File: src/rtl/stream_sink_monitor.sv
// stream_sink_monitor: issues one input-control token after reset, then sinks N_CH
// {data, eos} streams, counting and checksumming each until end-of-stream, and reports
// completion or an idle timeout.
// Optional feature: define STREAM_MON_BACKPRESSURE_EN to gate the ready outputs with a
// 16-bit Fibonacci LFSR (taps 16,14,13,11) so the producer sees pseudo-random stalls.

module stream_sink_monitor #(
    parameter int unsigned N_CH            = 2,
    parameter int unsigned DATA_W          = 64,
    parameter int unsigned CNT_W           = 16,
    parameter int unsigned TIMEOUT         = 1024,
    parameter bit          REQUIRE_OUTCTRL = 1'b1,
    parameter logic [15:0] LFSR_SEED       = 16'hACE1
) (
    input  logic                   clock,
    input  logic                   reset,
    output logic                   inCtrl_valid,
    input  logic                   inCtrl_ready,
    input  logic                   outCtrl_valid,
    output logic                   outCtrl_ready,
    input  logic [N_CH-1:0]        s_valid,
    output logic [N_CH-1:0]        s_ready,
    input  logic [N_CH*DATA_W-1:0] s_data,
    input  logic [N_CH-1:0]        s_eos,
    output logic [N_CH*CNT_W-1:0]  count,
    output logic [N_CH*DATA_W-1:0] checksum,
    output logic [N_CH-1:0]        eos_seen,
    output logic                   done,
    output logic                   timeout,
    output logic                   err
);

    localparam int unsigned IDLE_W = (TIMEOUT > 0) ? $clog2(TIMEOUT + 1) : 1;
    localparam logic [IDLE_W-1:0] TMO_LIM  = IDLE_W'(TIMEOUT);
    localparam logic [IDLE_W-1:0] IDLE_ONE = IDLE_W'(1);
    localparam logic [CNT_W-1:0]  CNT_MAX  = '1;
    localparam logic [CNT_W-1:0]  CNT_ONE  = CNT_W'(1);

    if (N_CH < 1 || N_CH > 16) begin : g_bad_nch
        $error("stream_sink_monitor: N_CH must be in 1..16");
    end
    if (LFSR_SEED == 16'h0) begin : g_bad_seed
        $error("stream_sink_monitor: LFSR_SEED must be nonzero");
    end

    typedef enum logic [2:0] {StIdle, StFire, StRun, StDone, StTmo} state_e;

    state_e                  state_q, state_d;
    logic                    in_valid_q, in_valid_d;
    logic                    out_ready_q, out_ready_d;
    logic [N_CH-1:0]         s_ready_q, s_ready_d;
    logic [N_CH*CNT_W-1:0]   count_q, count_d;
    logic [N_CH*DATA_W-1:0]  sum_q, sum_d;
    logic [N_CH-1:0]         eos_q, eos_d;
    logic                    err_q, err_d;
    logic                    octrl_q, octrl_d;
    logic                    done_q, timeout_q;
    logic [IDLE_W-1:0]       idle_q, idle_d;

    logic [N_CH-1:0]         beat, data_acc, eos_acc, late_acc;
    logic                    octrl_acc, in_hs, activity, finished, tmo_hit;
    logic                    ready_state_d;

    assign beat      = s_valid & s_ready_q;
    assign data_acc  = beat & ~s_eos & ~eos_q;
    assign eos_acc   = beat & s_eos & ~eos_q;
    assign late_acc  = beat & eos_q;
    assign octrl_acc = outCtrl_valid & out_ready_q;
    assign in_hs     = in_valid_q & inCtrl_ready;
    assign activity  = (|beat) | octrl_acc;

    // Status flags, including beats accepted this cycle so DONE sees them immediately.
    always_comb begin
        eos_d    = eos_q | eos_acc;
        err_d    = err_q | (|late_acc);
        octrl_d  = octrl_q | octrl_acc;
        finished = (&eos_d) && (octrl_d || !REQUIRE_OUTCTRL);
        tmo_hit  = (TIMEOUT != 0) && (idle_q == TMO_LIM);
    end

    // Per-stream saturating element counters and wrapping checksums.
    always_comb begin
        count_d = count_q;
        sum_d   = sum_q;
        for (int i = 0; i < N_CH; i++) begin
            if (data_acc[i]) begin
                if (count_q[i*CNT_W +: CNT_W] != CNT_MAX) begin
                    count_d[i*CNT_W +: CNT_W] = count_q[i*CNT_W +: CNT_W] + CNT_ONE;
                end
                sum_d[i*DATA_W +: DATA_W] = sum_q[i*DATA_W +: DATA_W]
                                          + s_data[i*DATA_W +: DATA_W];
            end
        end
    end

    // Idle counter runs only in RUN; holds at the limit so it cannot wrap.
    always_comb begin
        idle_d = '0;
        if (state_q == StRun && !activity && idle_q != TMO_LIM) begin
            idle_d = idle_q + IDLE_ONE;
        end
    end

    // Next-state logic; inCtrl_valid rises one cycle into FIRE and drops on the handshake.
    always_comb begin
        state_d    = state_q;
        in_valid_d = 1'b0;
        case (state_q)
            StIdle: state_d = StFire;
            StFire: begin
                in_valid_d = ~in_hs;
                if (in_hs) begin
                    state_d = StRun;
                end
            end
            StRun: begin
                if (finished) begin
                    state_d = StDone;
                end else if (tmo_hit) begin
                    state_d = StTmo;
                end
            end
            StDone: state_d = StDone;
            StTmo:  state_d = StTmo;
            default: state_d = StIdle;
        endcase
    end

    assign ready_state_d = (state_d == StRun) || (state_d == StDone) || (state_d == StTmo);

`ifdef STREAM_MON_BACKPRESSURE_EN
    logic [15:0] lfsr_q, lfsr_d;
    logic        lfsr_fb;

    // LFSR advances only while the sink is accepting data.
    always_comb begin
        lfsr_fb = lfsr_q[15] ^ lfsr_q[13] ^ lfsr_q[12] ^ lfsr_q[10];
        lfsr_d  = lfsr_q;
        if (state_q == StRun || state_q == StDone || state_q == StTmo) begin
            lfsr_d = {lfsr_q[14:0], lfsr_fb};
        end
        s_ready_d   = {N_CH{ready_state_d}} & lfsr_d[N_CH-1:0];
        out_ready_d = ready_state_d & lfsr_d[15];
    end

    // LFSR state register.
    always_ff @(posedge clock) begin
        if (reset) begin
            lfsr_q <= LFSR_SEED;
        end else begin
            lfsr_q <= lfsr_d;
        end
    end
`else
    // Ready follows the state alone.
    always_comb begin
        s_ready_d   = {N_CH{ready_state_d}};
        out_ready_d = ready_state_d;
    end
`endif

    // State and registered outputs.
    always_ff @(posedge clock) begin
        if (reset) begin
            state_q     <= StIdle;
            in_valid_q  <= 1'b0;
            out_ready_q <= 1'b0;
            s_ready_q   <= '0;
            count_q     <= '0;
            sum_q       <= '0;
            eos_q       <= '0;
            err_q       <= 1'b0;
            octrl_q     <= 1'b0;
            done_q      <= 1'b0;
            timeout_q   <= 1'b0;
            idle_q      <= '0;
        end else begin
            state_q     <= state_d;
            in_valid_q  <= in_valid_d;
            out_ready_q <= out_ready_d;
            s_ready_q   <= s_ready_d;
            count_q     <= count_d;
            sum_q       <= sum_d;
            eos_q       <= eos_d;
            err_q       <= err_d;
            octrl_q     <= octrl_d;
            done_q      <= (state_d == StDone);
            timeout_q   <= (state_d == StTmo);
            idle_q      <= idle_d;
        end
    end

    assign inCtrl_valid  = in_valid_q;
    assign outCtrl_ready = out_ready_q;
    assign s_ready       = s_ready_q;
    assign count         = count_q;
    assign checksum      = sum_q;
    assign eos_seen      = eos_q;
    assign done          = done_q;
    assign timeout       = timeout_q;
    assign err           = err_q;

endmodule
File: config.mk
export PLATFORM = sky130hd
export DESIGN_NAME = stream_sink_monitor
export DESIGN_NICKNAME = d
export VERILOG_FILES = /design/src/rtl/stream_sink_monitor.sv
export SDC_FILE = /design/constraint.sdc
export NUM_CORES = 1
export LEC_CHECK = 0
export CAP_MARGIN = 20
export CORE_MARGIN = 2
export CORE_UTILIZATION = 42
export CTS_CLUSTER_SIZE = 24
export DETAILED_ROUTE_END_ITERATION = 10
export PLACE_DENSITY = 0.71
export RECOVER_POWER = 25
export SETUP_SLACK_MARGIN = 0.4
export SYNTH_ARGS = -nofsm -noshare
export SYNTH_HDL_FRONTEND = slang
export SYNTH_SLANG_ARGS = --single-unit
File: constraint.sdc
create_clock -name clock -period 3.55 [get_ports clock]
set_input_delay 0.5325 -clock clock [delete_from_list [all_inputs] [get_ports clock]]
set_output_delay 0.5325 -clock clock [all_outputs]
set_load 0.02 [all_outputs]
==> impl_metrics.json <==
{
  "min_to": "checksum[83]",
  "power_frac_comb_pct": 21.2,
  "core_area_sq_um": 33360,
  "drtIter0Drc": 1016,
  "clk_pin_slew_ns": 0.08,
  "syn_avg_cell_area_sq_um": 7.505,
  "syn_nets": 2152,
  "die_w_microns": 187.5,
  "reg2reg_to": "checksum[124]",
  "antenna_found_initial": 1,
  "min_path_type": "reg2reg",
  "finalWirelength_microns": 50350,
  "critPathLaunchType": "flip-flop",
  "drt-wirelength-per-cell_microns": 17.59,
  "postRouteAntennaNets": 0,
  "synth_top_area_cell": "dfxtp_1",
  "ys_types": 87,
  "swShare_pct": 30.35,
  "fin_crit_sh_pct": 91.87,
  "synth-seq-cells": 182,
  "grt_use_met2_pct": 47.40,
  "gp_congestion": 0.9553,
  "r2r_slack_ns": 0.29,
  "portBuffers": 304,
  "gr-total-overflow": 0,
  "syn_area_sq_um": 14140,
  "min-delay-start": "checksum[83]",
  "crit-reg2reg-launch": "checksum[73]",
  "dieArea_sq_um": 35150,
  "synth-seq-area-share_pct": 25.77,
  "cts_buffers": 17,
  "worstMarginPinSlew_ns": 2.667,
  "route.vias.total": 16110,
  "rsz0062_at_grt": "yes",
  "finalHoldViolations": 0,
  "worstPathArrival_ns": 3.60,
  "ios": 305,
  "grt_max_degree": 118,
  "relSlewSlack_pct": -77.79,
  "yosys_warnings": 0,
  "power.switching_uw": 1578,
  "powerDensity_nw_per_um2": 242.0,
  "cts.sinks": 182,
  "yosysTopAreaCellShare_pct": 25.77,
  "row_count": 67,
  "finClkSkew_ns": 0.01139,
  "multi_input_area_sq_um": 11210,
  "critPathKind": "reg2reg",
  "cts_tree": "built",
  "n_fill_cell": 2819,
  "cts_root_buf": "clkbuf_16",
  "crit_required_ns": 3.89,
  "async_flop_share_pct": 0,
  "dr.pass1.iters": 5,
  "htree_levels": 4,
  "clkPwrFrac_pct": 38.6,
  "grtUsageTotal_pct": 27.56,
  "grt_pass1_vias": 15540,
  "whs_ns": 0.4699,
  "finalPower_uw": 5201,
  "ys_top_cells_by_area": "dfxtp_1, ha_1, a21oi_1, nand2_1, xnor2_1",
  "drv_slew": 118,
  "grt_pass1_wl_microns": 79790,
  "drive_gt1_share_pct": 22.21,
  "nNetsFinal": 2668,
  "drc_errors": 0,
  "post-route-util_pct": 64.42,
  "syn_inst": 1884,
  "final_common_cell": "nand2_1",
  "areaGrowthSynthToFinish_pct": 52.03,
  "p_leak_uw": 0.009224,
  "synth_edf_count": 0,
  "synth_ff_type": "dfxtp_1",
  "crit_fanout": 3,
  "layout_min_cycle_time_ns": 3.261,
  "initial_core_util_pct": 42.38,
  "grtUsageMet3_pct": 5.516,
  "clockBufferDepth": 2,
  "setup_viol_count_final": 0,
  "dp_hpwl_microns": 36990,
  "grt.busiest_layer": "met2",
  "hold_depth": 2,
  "seq_power_share_pct": 40.3,
  "final_cell_mix": "nand2_1, buf_4, a21oi_1",
  "fp.dieH_microns": 187.5,
  "viasPerCell": 5.628,
  "violations": "max-capacitance violations, max-slew violations",
  "status": "finished with violations",
  "insertion_delay_ns": 0.46,
  "reg2reg_depth": 15,
  "regArea_sq_um": 3672,
  "fmax_mhz": 306.6,
  "irDropWorstVdd_uv": 317.9,
  "worstSetupEndpointType": "flip-flop",
  "cts_hold_buf": 0,
  "drv_cap": 1,
  "p_int_uw": 3623,
  "met1_usage_pct": 34.27
}
## critical path, stage by stage (launching register included)
cell and delay [ns]:
dfxtp_4 0.37, ha_4 0.27, buf_6 0.10, buf_6 0.09, nand4_1 0.11, o211ai_1 0.13, buf_4 0.18, nor2_2 0.04
a211o_1 0.33, nand3_2 0.12, nand3_2 0.09, a311oi_4 0.33, a21oi_2 0.10, or3_1 0.34, a2111o_1 0.42, a31oi_1 0.12
## cell usage after synthesis, types with 13 or more instances
library cell	instances
a211oi_1	21
a21o_1	93
a21oi_1	255
a31oi_1	27
clkbuf_1	76
dfxtp_1	182
ha_1	130
inv_1	39
nand2_1	316
nand3_1	44
nand4_1	50
nor2_1	141
nor3_1	28
o21a_1	22
o21ai_0	78
o21bai_1	14
o31ai_1	13
or3_1	20
xnor2_1	81
xor2_1	56
## power groups by stage
| stage | Sequential (uW) | Clock, uW | Combinational (uW) |
|---|---|---|---|
| 6_report | 2100 | 2010 | 1100 |
| 5_1_grt | 2100 | 2130 | 1190 |
| 4_1_cts | 2100 | 2050 | 1050 |
| 3_5_place_dp | 2140 | 0 | 1000 |
| 3_3_place_gp | 2140 | 0 | 990 |
| 2_1_floorplan | 2160 | 0 | 506 |
## how the worst max path moves through the flow
| stage | startpoint | to | slack, ns | cells after the start |
|---|---|---|---|---|
| 3_5_place_dp | s_data[78] | checksum[127] | -0.44 | 14 |
| 5_1_grt | reset | count[14] | 0.21 | 3 |
| 3_3_place_gp | s_data[78] | checksum[127] | -0.39 | 14 |
| 2_1_floorplan | s_data[0] | checksum[56] | 0.23 | 13 |
| 6_report | checksum[73] | checksum[124] | 0.29 | 15 |
| 4_1_cts | checksum[73] | checksum[124] | 0.33 | 13 |
## logic make-up (layout without fill, tap and decap cells)
kind of cell / after synthesis / in the layout / synth area share [%]
compound gates: 603 / 603 / 27.46
xor+xnor: 137 / 137 / 8.487
fa+ha+maj: 132 / 132 / 11.79
buf+inv: 144 / 673 / 4.142
flops: 182 / 182 / 25.77
mux: 4 / 4 / 0.3186
other cells: 0 / 1 / 0
simple gates: 682 / 682 / 22.04
## sequential cells by signal, indices dropped and copies added, names as in the netlist
signal and flops:
err 1, inCtrl_valid 1, timeout 1, s_ready 1
count 32, state_q 3, checksum 128, octrl_q 1
eos_seen 2, idle_q 11, done 1
## repair_timing
item                       in CTS  in global routing
setup buffers                  22                 17
gates resized for setup       136                127
pin swaps                      69                 71
setup endpoints to repair      48                 48
## final cells by class
cell class / instances / share of cell area [%]
Inverter: 39 / 0.6811
Multi-Input combinational cell: 1558 / 52.17
Clock buffer: 18 / 2.043
Timing Repair Buffer: 602 / 24.66
Sequential cell: 182 / 17.08
Clock inverter: 14 / 0.7393
Antenna cell: 1 / 0.01164
Tap cell: 448 / 2.608
## through the flow
step	setup TNS (ns)	cell area, sq um	std cells	worst slack [ns]
2_1_floorplan	0	14310	1884	0.2274
6_report	0	21490	2862	0.2887
5_1_grt	0	21490	2861	0.2076
3_5_place_dp	-9.886	19410	2790	-0.4420
3_3_place_gp	-8.110	19410	2790	-0.3947
4_1_cts	0	20760	2844	0.3324
## layer usage
| metal | wire, microns | part of all wire, % | vias up |
|---|---|---|---|
| li1 | - | - | 7796 |
| met4 | 1396 | 2.8 | 0 |
| met1 | 21580 | 43 | 7618 |
| met5 | 0 | 0 | - |
| met2 | 24050 | 48 | 604 |
| met3 | 3325 | 6.6 | 88 |
No activity file was read; power rests on OpenSTA's default activity.
